==> src/rtl/mem_read_fsm.sv <==
`default_nettype none
// ============================================================================
// Module   : mem_read_fsm
// Summary  : Burst memory reader. Issues NWORDS sequential reads and packs the
//            returned words into DataBuff, first word in the MS slice.
// Revision : 1.0 - initial release
// ============================================================================
module mem_read_fsm #(
  parameter int NWORDS = 16,
  parameter int WORD_W = 16,
  parameter int ADDR_W = 16,
  parameter int RD_LAT = 1
) (
  input  logic                     Clk1,
  input  logic                     Rst,
  input  logic                     Start,
  input  logic [ADDR_W-1:0]        AddrIn,
  input  logic [WORD_W-1:0]        DataOut,
  output logic [ADDR_W-1:0]        Addr,
  output logic                     RD,
  output logic [NWORDS*WORD_W-1:0] DataBuff,
  output logic                     Busy,
  output logic                     Done
);

  localparam int               CNT_W  = $clog2(NWORDS);
  localparam logic [CNT_W-1:0] C_LAST = CNT_W'(NWORDS - 1);

  typedef enum logic [1:0] {
    S_IDLE  = 2'd0,
    S_ISSUE = 2'd1,
    S_DRAIN = 2'd2,
    S_DONE  = 2'd3
  } state_t;

  state_t                   r_state;
  state_t                   w_next;
  logic [CNT_W-1:0]         r_cnt;
  logic                     r_rd;
  logic [ADDR_W-1:0]        r_addr;
  logic [NWORDS*WORD_W-1:0] r_buf;
  logic                     w_ret_vld;
  logic [CNT_W-1:0]         w_ret_idx;
  logic                     w_last_issue;
  logic                     w_last_ret;
  logic                     w_launch;

  assign w_launch     = (r_state == S_IDLE) && Start;
  assign w_last_issue = (r_state == S_ISSUE) && (r_cnt == C_LAST);
  assign w_last_ret   = w_ret_vld && (w_ret_idx == C_LAST);

  always_ff @(posedge Clk1) begin
    if (Rst) r_state <= S_IDLE;
    else     r_state <= w_next;
  end

  always_comb begin
    w_next = r_state;
    case (r_state)
      S_IDLE:  if (Start) w_next = S_ISSUE;
      S_ISSUE: if (w_last_issue) w_next = (RD_LAT > 0) ? S_DRAIN : S_DONE;
      S_DRAIN: if (w_last_ret) w_next = S_DONE;
      S_DONE:  w_next = S_IDLE;
      default: w_next = S_IDLE;
    endcase
  end

  // Address/strobe are registered; Addr holds its last value after the burst.
  always_ff @(posedge Clk1) begin
    if (Rst) begin
      r_addr <= '0;
      r_rd   <= 1'b0;
      r_cnt  <= '0;
    end else if (w_launch) begin
      r_addr <= AddrIn;
      r_rd   <= 1'b1;
      r_cnt  <= '0;
    end else if (r_state == S_ISSUE) begin
      if (w_last_issue) begin
        r_rd <= 1'b0;
      end else begin
        r_addr <= r_addr + ADDR_W'(1);
        r_cnt  <= r_cnt + CNT_W'(1);
      end
    end
  end

  generate
    if (RD_LAT == 0) begin : g_comb_rd
      assign w_ret_vld = r_rd;
      assign w_ret_idx = r_cnt;
    end else begin : g_rd_pipe
      logic [RD_LAT-1:0] r_pv;
      logic [CNT_W-1:0]  r_pi [RD_LAT];

      always_ff @(posedge Clk1) begin
        if (Rst) begin
          r_pv <= '0;
          for (int k = 0; k < RD_LAT; k++) r_pi[k] <= '0;
        end else begin
          r_pv[0] <= r_rd;
          r_pi[0] <= r_cnt;
          for (int k = 1; k < RD_LAT; k++) begin
            r_pv[k] <= r_pv[k-1];
            r_pi[k] <= r_pi[k-1];
          end
        end
      end

      assign w_ret_vld = r_pv[RD_LAT-1];
      assign w_ret_idx = r_pi[RD_LAT-1];
    end
  endgenerate

  // Each return writes only its own slice; word 0 lands in the MS slice.
  always_ff @(posedge Clk1) begin
    if (Rst) begin
      r_buf <= '0;
    end else begin
      for (int i = 0; i < NWORDS; i++) begin
        if (w_ret_vld && (w_ret_idx == CNT_W'(i)))
          r_buf[(NWORDS-1-i)*WORD_W +: WORD_W] <= DataOut;
      end
    end
  end

  assign Addr     = r_addr;
  assign RD       = r_rd;
  assign DataBuff = r_buf;
  assign Busy     = (r_state != S_IDLE);
  assign Done     = (r_state == S_DONE);

endmodule
`default_nettype wire

==> config.mk <==
export PLATFORM = sky130hd
export DESIGN_NAME = mem_read_fsm
export DESIGN_NICKNAME = d
export VERILOG_FILES = /design/src/rtl/mem_read_fsm.sv
export SDC_FILE = /design/constraint.sdc
export NUM_CORES = 1
export LEC_CHECK = 0
export CORE_ASPECT_RATIO = 0.5
export CORE_MARGIN = 3
export CORE_UTILIZATION = 30
export DETAILED_ROUTE_END_ITERATION = 16
export PLACE_DENSITY = 0.53
export SETUP_SLACK_MARGIN = 0.05
export SYNTH_ARGS = -nofsm -noshare
export SYNTH_HDL_FRONTEND = slang
export SYNTH_SLANG_ARGS = --single-unit
==> constraint.sdc <==
create_clock -name Clk1 -period 5.8 [get_ports Clk1]
set_input_delay 1.45 -clock Clk1 [delete_from_list [all_inputs] [get_ports Clk1]]
set_output_delay 1.45 -clock Clk1 [all_outputs]
set_load 0.01 [all_outputs]
# Yosys cells after proc, flatten, opt, wreduce, memory -nomap -nowiden
# Memories as Yosys holds them, arrays and structs flattened.
# Cells that the tools add are included.
op_classes:
  order_cmp: 0
  n_bitwise: 1
  n_mul: 0
  div_mod_pow: 0
  eq_ne: 23
  reduce_logical: 29
  n_mux: 15
  shifts: 0
  addsub: 2
ops:
  columns: ["op", "n"]
  rows:
  - ["two-way mux 16 bit", 3]
  - ["== test 4 bit (second input constant)", 9]
  - ["logical AND 1 bit", 18]
  - ["adder 16 x 1 -> 16 bit (second input constant)", 1]
  - ["== test 4 x 3 -> 1 bit (second input constant)", 4]
  - ["== test 4 x 2 -> 1 bit (second input constant)", 2]
  - ["one-hot mux 2 bit (4 select lines)", 1]
  - ["two-way mux 1 bit", 7]
  - ["two-way mux 2 bit", 3]
  - ["inequality test 2 bit (second input constant)", 3]
  - ["AND reduction 2 bit", 3]
  - ["nonzero test 2 bit", 3]
  - ["adder 4 x 1 -> 4 bit (second input constant)", 1]
  - ["== test 2 bit (second input constant)", 2]
  - ["== test 4 x 1 -> 1 bit (second input constant)", 1]
  - ["logical NOT 4 bit", 1]
  - ["two-way mux 4 bit", 1]
  - ["OR reduction 4 bit", 1]
  - ["AND reduction 3 bit", 1]
  - ["== test 2 x 1 -> 1 bit (second input constant)", 1]
  - ["logical NOT 2 bit", 1]
  - ["inequality test 2 x 1 -> 1 bit (second input constant)", 1]
  - ["OR reduction 2 bit", 1]
  - ["inverter 1 bit", 1]
totals:
  wordCells: 92
  mem_bits_ro: 0
  input_bits: 35
  ff_bits: 280
  latchBits: 0
  n_memories: 1
  ramBits: 4
memory_table:
  columns: ["memory", "depth", "word_bits", "read_ports", "rd_ports_with_merged_regs", "write_ports", "line", "source"]
  rows:
  - ["g_rd_pipe.r_pi", 1, 4, 1, 0, 1, "94", "logic [CNT_W-1:0] r_pi [RD_LAT];"]

# Longest topological paths before layout
# Gate-level depths: netlist of run 1.
depth:
  word_depth: 5
  depth_mapped: 8

# Worst setup path before layout of run 1
# OpenSTA, ideal clock, no wires.
synth_path:
  path_type: "in2reg"
  startpoint: "in Rst"
  endpoint: "reg r_cnt[0]"
  slack_ns: 3.433
  cell_stages: 4
  arrival_time_ns: 2.235
  cell_sequence: "clkbuf_1 clkbuf_1 clkbuf_1 nor3_1"
synth_via:
  elab_chain_len: 1
synth_rtl:
  columns: ["item", "line", "source"]
  rows:
  - ["from (decl)", "15", "input logic Rst,"]
  - ["OR reduction 2 bit (no line)", null, null]
  - ["to (signal assigned)", "83", "r_cnt <= r_cnt + CNT_W'(1);"]
  - ["to (decl)", "38", "logic [CNT_W-1:0] r_cnt;"]
# Every way passes these cells.
# A chain may end at the register's enable or synchronous reset.

# Worst setup path in the final report of run 1
layout_path:
  startpoint: "reg r_state[1]"
  endpoint: "out Busy"
layout_via:
  elab_chain_len: 1
layout_rtl:
  columns: ["item", "line", "source"]
  rows:
  - ["from (decl)", "36", "state_t r_state;"]
  - ["from (signal assigned)", "54", "else r_state <= w_next;"]
  - ["nonzero test 2 bit", "130", "assign Busy = (r_state != S_IDLE);"]
  - ["to (decl)", "22", "output logic Busy,"]
# Every way passes these cells.

==> impl_metrics.toml, run 1 <==
[status]
status = "finished, final reports clean"

[timing]
tightest_slew_ns = 1.22
skew_ns = 0.0122
timing.slew.headroom_pct = 18.7
drv_slew = 0
rsz0062_at_grt = "false"
period_needed_ns = 3.38
tns_ns = 0
timing.fmax_mhz = 296
finalHoldViolations = 0
setup_violations = 0
period_share_pct = 58.2

[yosys]
async_flop_share_pct = 0
syn_nets = 1362
yosys_register_bits = 284
syn_area_um2 = 10300
seq_area_frac_synth_pct = 55.3
yosys.area_share.simple_pct = 24.4
synthAdderAreaFrac_pct = 0.730
synthFlopType = "dfxtp_1"
synth_edf_count = 0
synth-xor-area-share_pct = 0.767
yosys_warnings = 0
yosys.cell_types.count = 37
synth_top_family_by_area = "simple AND/OR/NAND/NOR gates"
netlist_instances = 1321
synth_compound_area_share_pct = 14.5
avgSynthCellArea_um2 = 7.78
synthMuxAreaShare_pct = 0.195

[final_layout]
final-seq-area_um2 = 5690
nNetsFinal = 1612
drive_gt1_share_pct = 4.16
final_area_um2 = 14600
layout_commonest_cell = "nand2_1"
n_fill_cell = 3265
multiInputGateArea_um2 = 4180
antennaDiodeCount = 0
area_growth_syn_to_layout_pct = 42.0
final_cell_mix = "534 x nand2_1, 308 x clkdlybuf4s50_1, 284 x dfxtp_1, 259 x a21oi_1, 32 x nor2_1"

[cts]
clock-root-buffer = "clkbuf_16"
cts_buffers = 27
path_clk_slew_ns = 0.06
cts_hold_repair.buffers = 0
cts.sinks = 284
htree_num_levels = 1
cts_max_path_buffers = 3
cts_tree = "done"
clock_latency_ns = 0.54
cts_resized = 0
post-cts-setup-buffers = 0

[floorplanning]
rows = 47
boundaryPins = 310
die_x_um = 268
dieArea_um2 = 36700
start_util_pct = 30.8
die_height_um = 137
core_area_um2 = 33400

[flow_run]
maxCapViolCount = 0

[worst_hold_path]
hold_path_class = "reg2reg"

[grt]
grt_overflow_total = 0
antenna_found_initial = 0
grt_pass1_wl_um = 57800
grt_start_max_net_pins = 143
grt_pass1_vias = 9070
grt_usage_pct = 20.7

[worst_setup_path]
cp_max_fo = 4
slowest_delay_ns = 0.56
cp_data_arrival_time_ns = 1.93
startpoint_type = "register"
crit_top_cell = "inv_1"
worstPathRequired_ns = 4.35
ff2ff_setup_slack_ns = 3.41
endpoint_kind = "output pin"
critical_path_class = "reg2out"
slowest_stage = "clkdlybuf4s50_1"
path_cells = "inv_1 -> ha_1 -> inv_1 -> clkdlybuf4s50_1"

[placement]
gp_congestion = 0.809
io_buffer_count = 309
placed_area_um2 = 13700
dp.final_hpwl_um = 26700

[drt]
avgRoutedWirePerCell_um = 19.5
vias_per_cell = 4.75
ant_nets = 0
first_pass_iters = 6
drt_iter0_drc = 772
vias = 9630
drcViolationCount = 0
drt-total-wl_um = 39400

[pwr]
max-vdd-ir-drop_mv = 0.131
power_per_cell_area_nw_per_um2 = 305
leakage_nw = 4.71
synthesized netlist by cell type, types with 2 or more instances:
| cell | number | area [um^2] |
|---|---|---|
| nand2_1 | 534 | 2000 |
| dfxtp_1 | 284 | 5690 |
| a21oi_1 | 259 | 1300 |
| clkbuf_1 | 89 | 334 |
| nor2_1 | 32 | 120 |
| nand3_1 | 12 | 60.1 |
| a311oi_1 | 9 | 78.8 |
| buf_1 | 9 | 33.8 |
| nor3_1 | 8 | 40.0 |
| a211oi_1 | 7 | 52.6 |
| nor2b_1 | 7 | 43.8 |
| o21ai_0 | 7 | 35.0 |
| or3_1 | 7 | 43.8 |
| ha_1 | 6 | 75.1 |
| xor2_1 | 6 | 52.6 |
| and3_1 | 5 | 31.3 |
| buf_2 | 5 | 25.0 |
| inv_1 | 5 | 18.8 |
| nand2b_1 | 4 | 25.0 |
| nand4_1 | 3 | 18.8 |
| xnor2_1 | 3 | 26.3 |
| and3b_1 | 2 | 17.5 |
| mux2i_1 | 2 | 20.0 |
| nand3b_1 | 2 | 15.0 |
| nor4_1 | 2 | 12.5 |
cell type report:
| cell class | count | share of cell area (%) |
|---|---|---|
| Sequential cell | 284 | 38.9 |
| Multi-Input combinational cell | 928 | 28.6 |
| Inverter | 5 | 0.129 |
| Timing Repair Buffer | 325 | 22.0 |
| Clock buffer | 32 | 5.10 |
| Clock inverter | 12 | 1.38 |
| Tap cell | 441 | 3.78 |
critical path: cells and delay by family (launching register included):
| kind | cells | cell delay, ns |
|---|---|---|
| adder cells (fa/ha/maj) | 1 | 0.25 |
| buffers and inverters | 3 | 0.74 |
| flip-flops | 1 | 0.40 |
cell families after synthesis:
kind of cell	count (synthesis)
AO/OA/AOI/OAI	285
XOR/XNOR	9
adder cells (fa/ha/maj)	6
buffers and inverters	109
flip-flops	284
multiplexers	2
AND/OR/NAND/NOR	626
flip-flops by register name (all words and copies together) (netlist names):
signal          count
Addr               16
DataBuff          256
RD                  1
g_rd_pipe.r_pi      4
g_rd_pipe.r_pv      1
r_cnt               4
r_state             2
final timing paths:
| check | start | end | cells after the start |
|---|---|---|---|
| max reg2reg | g_rd_pipe.r_pi[0][1] | r_state[1] | 3 |
| min | DataBuff[163] | DataBuff[163] | 2 |
| max | r_state[1] | Busy | 4 |
| min reg2reg | DataBuff[163] | DataBuff[163] | 2 |
stage by stage:
step | cells | util [%] | hold slack, ns | setup slack [ns] | power, W
after floorplan | 1321 | - | 0.473 | 3.43 | 0.00235
after global placement | 1983 | 40.9 | 0.443 | 2.69 | 0.00257
after detailed placement | 1983 | 40.9 | 0.446 | 2.66 | 0.00259
after CTS | 2027 | 43.7 | 0.455 | 2.39 | 0.00449
after global routing | 2027 | 43.7 | 0.469 | 2.34 | 0.00461
final | 2027 | 43.7 | 0.453 | 2.42 | 0.00445
per-layer routing:
| layer | wire (um) | share of wire [%] | vias up | track usage, % |
|---|---|---|---|---|
| li1 | - | - | 4781 | - |
| met1 | 17000 | 43 | 4583 | 26.9 |
| met2 | 19600 | 50 | 206 | 36.2 |
| met3 | 1770 | 4.5 | 60 | 3.18 |
| met4 | 1060 | 2.7 | 0 | 5.71 |
| met5 | 0 | 0 | - | 0 |
where the power goes:
part           internal (W)  switching [W]  total, W
registers           0.00201      0.0000711   0.00208
logic              0.000191       0.000270  0.000461
clock network       0.00113       0.000779   0.00191
total               0.00333        0.00112   0.00445
Note: power is estimated with default switching activity, not from simulation.
==> run 2: changes to the inputs <==
Clock period 5.8 ns to 3.45 ns, I/O delays scaled along.
==> impl_metrics.toml, run 2 (same netlist as run 1, synthesis figures left out) <==
[status]
status = "finished, final reports clean"

[floorplanning]
die_height_um = 137
core_area_um2 = 33400
rows = 47
dieArea_um2 = 36700
start_util_pct = 30.8
die_x_um = 268
boundaryPins = 310

[drt]
vias_per_cell = 4.77
drcViolationCount = 0
vias = 9770
drt_iter0_drc = 863
first_pass_iters = 7
ant_nets = 0
avgRoutedWirePerCell_um = 19.4
drt-total-wl_um = 39600

[cts]
cts.sinks = 284
cts_resized = 0
post-cts-setup-buffers = 0
cts_hold_repair.buffers = 0
path_clk_slew_ns = 0.06
htree_num_levels = 1
clock_latency_ns = 0.56
cts_tree = "done"
cts_max_path_buffers = 3
clock-root-buffer = "clkbuf_16"
cts_buffers = 27

[pwr]
power_w = 0.00732
max-vdd-ir-drop_mv = 0.245
power_per_cell_area_nw_per_um2 = 498
leakage_nw = 4.80

[final_layout]
layout_commonest_cell = "nand2_1"
area_growth_syn_to_layout_pct = 42.9
final_cell_mix = "534 x nand2_1, 308 x clkdlybuf4s50_1, 284 x dfxtp_1, 259 x a21oi_1, 32 x nor2_1"
nNetsFinal = 1627
drive_gt1_share_pct = 5.23
largest_reg_flops = 256
final_cells = 2047
antennaDiodeCount = 0

[worst_setup_path]
r2r-start = "r_state[1]"
cp_data_arrival_time_ns = 1.90
r2r-end = "Addr[15]"
path_cells = "inv_1 -> ha_1 -> inv_1 -> clkdlybuf4s50_1"
critical_path_class = "reg2out"
crit_top_cell = "inv_1"
ff2ff_setup_slack_ns = 1.17
slowest_stage = "clkdlybuf4s50_1"
endpoint_kind = "output pin"
reg2reg_depth = 6
slowest_delay_ns = 0.56
cp_max_fo = 4
cp_top_family = "buffers and inverters"
worstPathRequired_ns = 2.59
crit_start = "r_state[0]"
cp_num_cells = 4
startpoint_type = "register"
path_buf_inv = 3
endpoint = "Busy"

[placement]
dp.final_hpwl_um = 26500
io_buffer_count = 309
placedCellCount = 1998
gp_congestion = 0.790

[timing]
rsz0062_at_grt = "false"
setup_violations = 0
finalHoldViolations = 0
period_share_pct = 80.2
period_needed_ns = 2.77
drv_slew = 0
tns_ns = 0
skew_ns = 0.0253
timing.slew.headroom_pct = 21.2
tightest_slew_ns = 1.18
timing.fmax_mhz = 362

[worst_hold_path]
hold_path_class = "reg2reg"
hp-start = "DataBuff[106]"

[grt]
grt_start_max_net_pins = 98
grt_pass1_wl_um = 57900
grt_usage_pct = 20.8
antenna_found_initial = 0
grt_pass1_vias = 9015
grt_overflow_total = 0

[flow_run]
maxCapViolCount = 0
run 2: per-stage QoR:
step | utilization [%] | setup slack [ns] | hold WS, ns | instance area, um^2
CTS | 44.0 | 0.662 | 0.455 | 14700
finish | 44.0 | 0.684 | 0.454 | 14700
detailed placement | 41.3 | 0.905 | 0.446 | 13800
global route | 44.0 | 0.593 | 0.467 | 14700
global placement | 41.3 | 0.992 | 0.442 | 13800
floorplan | - | 1.41 | 0.473 | 10300
run 2: worst min-delay path by stage:
stage | end | depth (start not counted)
floorplan | g_rd_pipe.r_pi[0][1] | 1
global placement | DataBuff[247] | 2
detailed placement | DataBuff[143] | 2
CTS | DataBuff[138] | 2
global route | DataBuff[122] | 2
finish | DataBuff[106] | 2
run 2: power breakdown:
part / switching [W] / internal, W / total (W)
logic: 0.000458 / 0.000332 / 0.000790
clock network: 0.00131 / 0.00172 / 0.00303
registers: 0.000115 / 0.00338 / 0.00349
total: 0.00188 / 0.00543 / 0.00732
run 2: final cells by class:
class / instances / area, um^2
multi-input combinational: 928 / 4180
timing repair buffer: 340 / 3350
inverter: 5 / 18.8
fill: 3262 / 18700
tap: 441 / 552
sequential: 284 / 5690
clock buffer: 39 / 821
clock inverter: 10 / 81.3
run 2: layer usage:
layer	up-vias	GRT usage (%)	share of wire (%)
met3	65	3.09	5.0
met4	0	6.32	3.1
met2	252	34.8	48
met1	4628	27.9	44
li1	4825	-	-
met5	-	0	0
run 2: worst min-delay path, delay by kind of cell (launching register included):
| family | cells | cell delay, ns |
|---|---|---|
| and+or+nand+nor | 1 | 0.05 |
| DFF | 1 | 0.31 |
| AOI/OAI and AO/OA | 1 | 0.05 |
